===== src/rtl/multdiv_sequencer_pkg.sv =====
// Shared definitions for the execute-stage multiply/divide sequencer and the
// decoder logic that decides whether an issued instruction is a mult or a div.
package multdiv_sequencer_pkg;

  typedef enum logic [1:0] {
    ST_IDLE  = 2'd0,
    ST_START = 2'd1,
    ST_BUSY  = 2'd2,
    ST_DONE  = 2'd3
  } md_state_e;

  localparam int TIMEOUT_CYCLES_DEF = 40;
  localparam int MULT_EXC_CODE      = 4;
  localparam int DIV_EXC_CODE       = 5;

  localparam logic [4:0] OPC_ALU    = 5'b00000;
  localparam logic [4:0] ALUOP_MULT = 5'b00110;
  localparam logic [4:0] ALUOP_DIV  = 5'b00111;

  function automatic logic is_multdiv_op(input logic [4:0] opcode,
                                         input logic [4:0] aluop);
    return (opcode == OPC_ALU) && ((aluop == ALUOP_MULT) || (aluop == ALUOP_DIV));
  endfunction

  function automatic logic is_div_op(input logic [4:0] opcode,
                                     input logic [4:0] aluop);
    return (opcode == OPC_ALU) && (aluop == ALUOP_DIV);
  endfunction

endpackage


===== src/rtl/multdiv_sequencer.sv =====
// Drives the shared iterative mult/div unit: captures an issue, pulses start,
// stalls the pipeline until ready or timeout, then strobes the result for one cycle.
module multdiv_sequencer
  import multdiv_sequencer_pkg::*;
#(
  parameter int TIMEOUT_CYCLES = multdiv_sequencer_pkg::TIMEOUT_CYCLES_DEF,
  parameter int MULT_EXC_CODE  = multdiv_sequencer_pkg::MULT_EXC_CODE,
  parameter int DIV_EXC_CODE   = multdiv_sequencer_pkg::DIV_EXC_CODE
) (
  input  logic        clock,
  input  logic        reset,
  input  logic        issue_valid,
  input  logic        issue_is_div,
  input  logic [31:0] issue_a,
  input  logic [31:0] issue_b,
  input  logic [4:0]  issue_rd,
  input  logic        flush,
  output logic        ctrl_MULT,
  output logic        ctrl_DIV,
  output logic [31:0] md_a,
  output logic [31:0] md_b,
  input  logic [31:0] md_result,
  input  logic        md_exception,
  input  logic        md_RDY,
  output logic        stall,
  output logic        result_valid,
  output logic [31:0] result,
  output logic [4:0]  result_rd,
  output logic        result_exception,
  output logic [31:0] result_status,
  output logic [1:0]  dbg_state
);

  localparam int CNT_W = $clog2(TIMEOUT_CYCLES) + 1;
  localparam logic [CNT_W-1:0] CNT_LAST = CNT_W'(TIMEOUT_CYCLES - 1);
  localparam logic [CNT_W-1:0] CNT_SAT  = '1;

  md_state_e        state_q, state_d;
  logic [31:0]      a_q, a_d;
  logic [31:0]      b_q, b_d;
  logic [4:0]       rd_q, rd_d;
  logic             is_div_q, is_div_d;
  logic [31:0]      res_q, res_d;
  logic             exc_q, exc_d;
  logic [CNT_W-1:0] cnt_q, cnt_d;
  logic             strobe_ok;

  always_ff @(posedge clock) begin
    if (reset) begin
      state_q  <= ST_IDLE;
      a_q      <= '0;
      b_q      <= '0;
      rd_q     <= '0;
      is_div_q <= 1'b0;
      res_q    <= '0;
      exc_q    <= 1'b0;
      cnt_q    <= '0;
    end else begin
      state_q  <= state_d;
      a_q      <= a_d;
      b_q      <= b_d;
      rd_q     <= rd_d;
      is_div_q <= is_div_d;
      res_q    <= res_d;
      exc_q    <= exc_d;
      cnt_q    <= cnt_d;
    end
  end

  always_comb begin
    state_d  = state_q;
    a_d      = a_q;
    b_d      = b_q;
    rd_d     = rd_q;
    is_div_d = is_div_q;
    res_d    = res_q;
    exc_d    = exc_q;
    cnt_d    = cnt_q;

    unique case (state_q)
      ST_IDLE: begin
        if (issue_valid && !flush) begin
          a_d      = issue_a;
          b_d      = issue_b;
          rd_d     = issue_rd;
          is_div_d = issue_is_div;
          state_d  = ST_START;
        end
      end
      ST_START: begin
        cnt_d   = '0;
        state_d = ST_BUSY;
      end
      ST_BUSY: begin
        // Saturating so the counter can never wrap back below the limit.
        if (cnt_q != CNT_SAT) cnt_d = cnt_q + 1'b1;
        if (md_RDY) begin
          res_d   = md_result;
          exc_d   = md_exception;
          state_d = ST_DONE;
        end else if (cnt_q == CNT_LAST) begin
          res_d   = '0;
          exc_d   = 1'b1;
          state_d = ST_DONE;
        end
      end
      ST_DONE: begin
        state_d = ST_IDLE;
      end
      default: begin
        state_d = ST_IDLE;
      end
    endcase

    // A flush overrides everything, including an md_RDY in the same cycle.
    if (flush) state_d = ST_IDLE;
  end

  // Strobes are suppressed in the same cycle as a flush or reset.
  assign strobe_ok = !flush && !reset;

  always_comb begin
    ctrl_MULT        = (state_q == ST_START) && !is_div_q && strobe_ok;
    ctrl_DIV         = (state_q == ST_START) &&  is_div_q && strobe_ok;
    md_a             = a_q;
    md_b             = b_q;
    stall            = !reset &&
                       (((state_q == ST_IDLE) && issue_valid && !flush) ||
                        (state_q == ST_START) || (state_q == ST_BUSY));
    result_valid     = (state_q == ST_DONE) && strobe_ok;
    result           = result_valid ? res_q : 32'd0;
    result_rd        = result_valid ? rd_q : 5'd0;
    result_exception = result_valid && exc_q;
    result_status    = 32'd0;
    if (result_valid && exc_q)
      result_status = is_div_q ? 32'(DIV_EXC_CODE) : 32'(MULT_EXC_CODE);
    dbg_state        = state_q;
  end

endmodule

===== config.mk =====
export PLATFORM = sky130hd
export DESIGN_NAME = multdiv_sequencer
export DESIGN_NICKNAME = d
export VERILOG_FILES = /design/src/rtl/multdiv_sequencer_pkg.sv /design/src/rtl/multdiv_sequencer.sv
export SDC_FILE = /design/constraint.sdc
export NUM_CORES = 1
export LEC_CHECK = 0
export CORE_ASPECT_RATIO = 1.75
export CORE_MARGIN = 4
export CORE_UTILIZATION = 42
export DETAILED_ROUTE_END_ITERATION = 12
export GPL_TIMING_DRIVEN = 1
export PLACE_DENSITY = 0.95
export SLEW_MARGIN = 20
export SYNTH_ARGS = -nofsm -noshare
export SYNTH_HDL_FRONTEND = slang
export SYNTH_SLANG_ARGS = --single-unit

===== constraint.sdc =====
create_clock -name clock -period 4.5 [get_ports clock]
set_input_delay 0.9 -clock clock [delete_from_list [all_inputs] [get_ports clock]]
set_output_delay 0.9 -clock clock [all_outputs]
set_load 0.01 [all_outputs]

* After elaboration in Yosys (flattened, before gate mapping)
Cells that the tools add are included. Widths: inputs -> output; s select.
Word-level totals: bits in registers 112, output and inout bits 140
Cells by class: add/sub/neg operators 1, equal/unequal tests 8, muxes and demuxes 14, reduce and logical (&&, ||, !) cells 24
Operator list (number):
- $mux 32 | 3
- $pmux 7 s2 | 1
- $logic_and 1x1->1 | 11
- $pmux 2 s4 | 1
- $reduce_and 2->1 | 4
- $add 7x1->7 const B | 1
- $eq 7x6->1 const B | 1
- $mux 7 | 1
- $ne 7x7->1 const B | 1
- $mux 2 | 3
- $mux 5 | 1
- $eq 2x2->1 const B | 2
- $ne 2x2->1 const B | 2
- $reduce_bool 2->1 | 2
- $logic_not 1->1 | 3
- $mux 1 | 3
- $mux 3 | 1
- $ne 3x3->1 const B | 1
- $eq 2x1->1 const B | 1
- $logic_not 2->1 | 1
- $logic_or 1x1->1 | 2
- $reduce_or 2->1 | 1

* Depth between registers and ports, before layout
word-level depth 6, gate-level depth with buffers 7, depth with buffers taken out 6

* Worst setup path before layout
OpenSTA, ideal clock, no wires.
path kind input to output, from in reset, to out stall, arrival 1.783 ns, path slack 1.817 ns, cell stages on the path 4, buffers on the path 3, path through buf_2 -> clkbuf_1 -> clkbuf_1 -> a21oi_1
Between the ends: cells in the longest elaborated chain, start to end 2
RTL lines:
- from (decl) | line multdiv_sequencer.sv:11 | input logic reset,
- $logic_not 1->1 | line multdiv_sequencer.sv:127 | stall = !reset &&
- $logic_and 1x1->1 | line multdiv_sequencer.sv:127
- to (decl) | line multdiv_sequencer.sv:25 | output logic stall,
No other way between the ends.

* Final worst setup path
from in flush, to out result_status[0]
Between the ends: cells in the longest elaborated chain, start to end 5
RTL lines:
- from (decl) | line multdiv_sequencer.sv:17 | input logic flush,
- $logic_not 1->1 | line multdiv_sequencer.sv:120 | assign strobe_ok = !flush && !reset;
- $logic_and 1x1->1 | line multdiv_sequencer.sv:120
- $logic_and 1x1->1 | line multdiv_sequencer.sv:130 | result_valid = (state_q == ST_DONE) && strobe_ok;
- $logic_and 1x1->1 | line multdiv_sequencer.sv:135 | if (result_valid && exc_q)
- $mux 3 | line multdiv_sequencer.sv:135
- to (decl) | line multdiv_sequencer.sv:30 | output logic [31:0] result_status,
No other way between the ends.

==> impl_summary.md <==
Outcome
The run finished with clean final reports.

Global route
The via count of the first global-routing pass is 4430. Summed over all layers, the global routing overflow is 0. Global routing used 20.6% of the available tracks across all layers. The pin count of the biggest net entering global routing is 82. The number of antenna violations at the first check in global routing is 0. The first global-routing pass estimated 21100 um of wire.

Synth
The cell area that synthesis handed to floorplanning was 4500 um^2. The part of the Yosys area used for sequential elements is 49.8%. In this run, synthesis produced a sequential element count of 112. The fraction of registers with async set or reset after synthesis is 0%. The area share of the largest cell type after synthesis is 49.8%. The biggest area contributor in the post-synthesis netlist is dfxtp_1. The unique cell type count in the Yosys netlist is 39. The mean instance size in the synthesized netlist is 8.51 um^2. The number of enable flip-flop cells after synthesis is 0.

Yosys printed 0 warnings. After synthesis, the cell types taking the most area are dfxtp_1 (50%), nand2_1 (12%), a21oi_1 (8.3%). The most instantiated flip-flop cell in the synthesis netlist is dfxtp_1. After technology mapping, the gate count stands at 529.

STA
The worst relative slew slack is 35.1%. The final critical path takes up 82.4% of the cycle. Setup repair after global routing left no endpoint under its margin. The worst-case clock skew is 0.00735 ns.

Timing would allow up to 270 MHz. The routed design could run at a clock period as short as 3.71 ns. At the pin with the least slew margin, the transition time is 0.973 ns. The hold violation total from the final report is 0. The final setup violation count is 0. Setup total negative slack on the finished layout was measured at 0 ns. The total count of max-transition violations in the final report was 0.

Clock tree
After clock tree synthesis, the flow added hold-fix buffers numbering 0. The depth of the CTS H-tree is 3. The TritonCTS clock tree is yes.

Clock-pin slew was measured on the worst setup and hold paths at 0.06 ns. Counting along the longest clock path gives a buffer depth of 2. CTS saw 112 sinks. The root buffer cell is clkbuf_16.

After clock tree synthesis, the repair step resized 0 gates. The number of CTS-inserted buffers is 9. After clock tree synthesis, the setup repair step added 0 buffers.

The worst-skew pair later-pin latency is 0.33 ns.

Cells and area
The cell area after layout is 6870 um^2. After the last flow step, the layout net total stands at 835. The post-synthesis to final-layout area growth is 52.5%. In the final layout, the share of cells above drive strength 1 is 4.41%.

Counting the fill cells in the layout gives 799. After the flow finishes, the layout carries non-filler instances totaling 853. The end-of-flow core utilization is 66.3%. The number of antenna diodes in the final layout is 0.

Drt
The total iterations of the first detailed-routing run is 5. The mean number of vias per cell is 5.12. In this run the remaining antenna-violating nets after routing total 0. The final layout contains routed wiring with a total length of 13400 um. The detailed-route via count is 4369.

In the final routed layout, each cell accounts on average for 15.7 um. For this run, design rule violations remaining after detail routing come to 0. In this run, the number of DRC markers left after iteration 0 of detailed routing was 169.

Power and ir drop
The power per cell area is 302 nW/um^2. The analysis attributes to cell leakage a power of 2.68 nW. The highest ir drop seen on vdd is 0.000249 V.

Place
The congestion estimate from routability-driven global placement came to 0.829. The number of placed cells counting well taps is 837. The placed instances occupy a cell area of 6570 um^2. After legalization and detailed placement, the total HPWL measured 10100 um.

The count of buffers added on input and output ports is 217.

Worst setup path
STA classifies the critical path startpoint as a primary input. The setup check on the worst reg-to-reg path leaves a slack of 2.47 ns. The startpoint-to-endpoint class of the critical path is primary input to output port. The worst setup path is captured at an output port. Data on the critical path is required at its endpoint by 3.60 ns. In this run the worst path has a maximum fanout of 42. The data arrival at the endpoint of the critical path is 2.81 ns.

Die
The number of core rows is 49. The die covers 12500 um^2. The starting utilization of the core area is 43.5%. The height of the die is 145 um. For this design the top-level I/O count stands at 248.

The standard cell core area is 10400 um^2. Measured along the x axis, the die boundary spans 86.3 um.

Min path
The tightest min-delay check is of the flop to flop type.

Job
The tool flagged a number of max-cap violations equal to 0.
-- cell type report --
| type | count | area, um^2 | area share, % |
|---|---|---|---|
| clock buffers | 11 | 253 | 3.68 |
| clock inverters | 5 | 41.3 | 0.601 |
| well taps | 127 | 159 | 2.31 |
| inverters | 5 | 18.8 | 0.273 |
| multi-input cells | 372 | 1960 | 28.5 |
| flip-flops and latches | 112 | 2240 | 32.6 |
| repair buffers | 221 | 2200 | 32.0 |
-- synth_stat cells (2+ instances only) --
library cell,n
dfxtp_1,112
nor3b_1,2
nand3_1,5
a22o_2,2
inv_1,5
buf_6,3
nand2_1,143
ha_1,6
clkbuf_1,28
a22o_1,31
a21oi_1,75
a21o_1,2
and3_1,39
nor3_1,3
o21ai_0,5
nor2_1,9
buf_4,32
buf_2,5
and2_1,2
-- through the flow --
| step | hold WS [ns] | worst slack, ns | total power, mW |
|---|---|---|---|
| 2_1_floorplan | 0.432 | 1.82 | 1.19 |
| 3_3_place_gp | 0.441 | 0.893 | 1.33 |
| 3_5_place_dp | 0.446 | 0.809 | 1.34 |
| 4_1_cts | 0.456 | 0.800 | 2.10 |
| 5_1_grt | 0.475 | 0.668 | 2.16 |
| 6_report | 0.452 | 0.793 | 2.08 |
-- critical path, stage by stage --
cell and delay, ns:
clkdlybuf4s50_1 0.51, nor2_2 0.15, buf_4 0.31, and3_1 0.26, and2_1 0.14, clkdlybuf4s50_1 0.53
-- flip-flops by register name (all words and copies together), names as in the netlist --
name / count
is_div_q: 1
dbg_state: 2
res_q: 32
rd_q: 5
exc_q: 1
cnt_q: 7
md_b: 32
md_a: 32
-- final timing paths --
check,from,to,cells after the start
worst min-delay path,rd_q[2],rd_q[2],2
worst max register to register,dbg_state[0],cnt_q[0],6
worst max-delay path,flush,result_status[0],6
worst min register to register,rd_q[2],rd_q[2],2
-- report_power, final --
| group | leakage [nW] | switching, mW | internal (mW) | total, mW |
|---|---|---|---|---|
| clock network | 0.138 | 0.346 | 0.409 | 0.755 |
| registers | 0.910 | 0.0170 | 1.02 | 1.04 |
| logic | 1.64 | 0.127 | 0.155 | 0.282 |
-- placed cells by master (no fill, tap or decap), types with 2 or more instances in the layout --
cell type        instances
conb_1                  30
nand3_1                  5
clkbuf_16                9
o21ai_0                  5
ha_1                     6
a22o_2                   2
a21oi_1                 75
and2_1                   2
clkbuf_8                 2
a21o_1                   2
dfxtp_1                112
a22o_1                  31
inv_1                    5
and3_1                  39
buf_4                    4
clkdlybuf4s50_1        216
nor2_1                   7
nand2_1                143
clkinvlp_4               2
clkinv_4                 3
nor3_1                   3
-- kinds of logic (layout without fill, tap and decap cells) --
| logic type | count (synthesis) | after routing | synth area share, % |
|---|---|---|---|
| AND/OR/NAND/NOR | 211 | 211 | 21.1 |
| AO/OA/AOI/OAI | 124 | 124 | 17.6 |
| flip-flops | 112 | 112 | 49.8 |
| buffers and inverters | 74 | 242 | 9.47 |
| adder cells (fa/ha/maj) | 6 | 6 | 1.67 |
| other | 1 | 30 | 0.0833 |
| multiplexers | 1 | 1 | 0.250 |
-- metal layers --
| layer | global-route usage (%) | vias up | wire, um |
|---|---|---|---|
| met4 | 11.2 | 0 | 647 |
| li1 | - | 2114 | - |
| met2 | 36.8 | 207 | 7000 |
| met3 | 5.79 | 50 | 1130 |
| met1 | 21.0 | 1998 | 4620 |
| met5 | 0 | - | 0 |
Note: power is estimated with default switching activity, not from simulation.
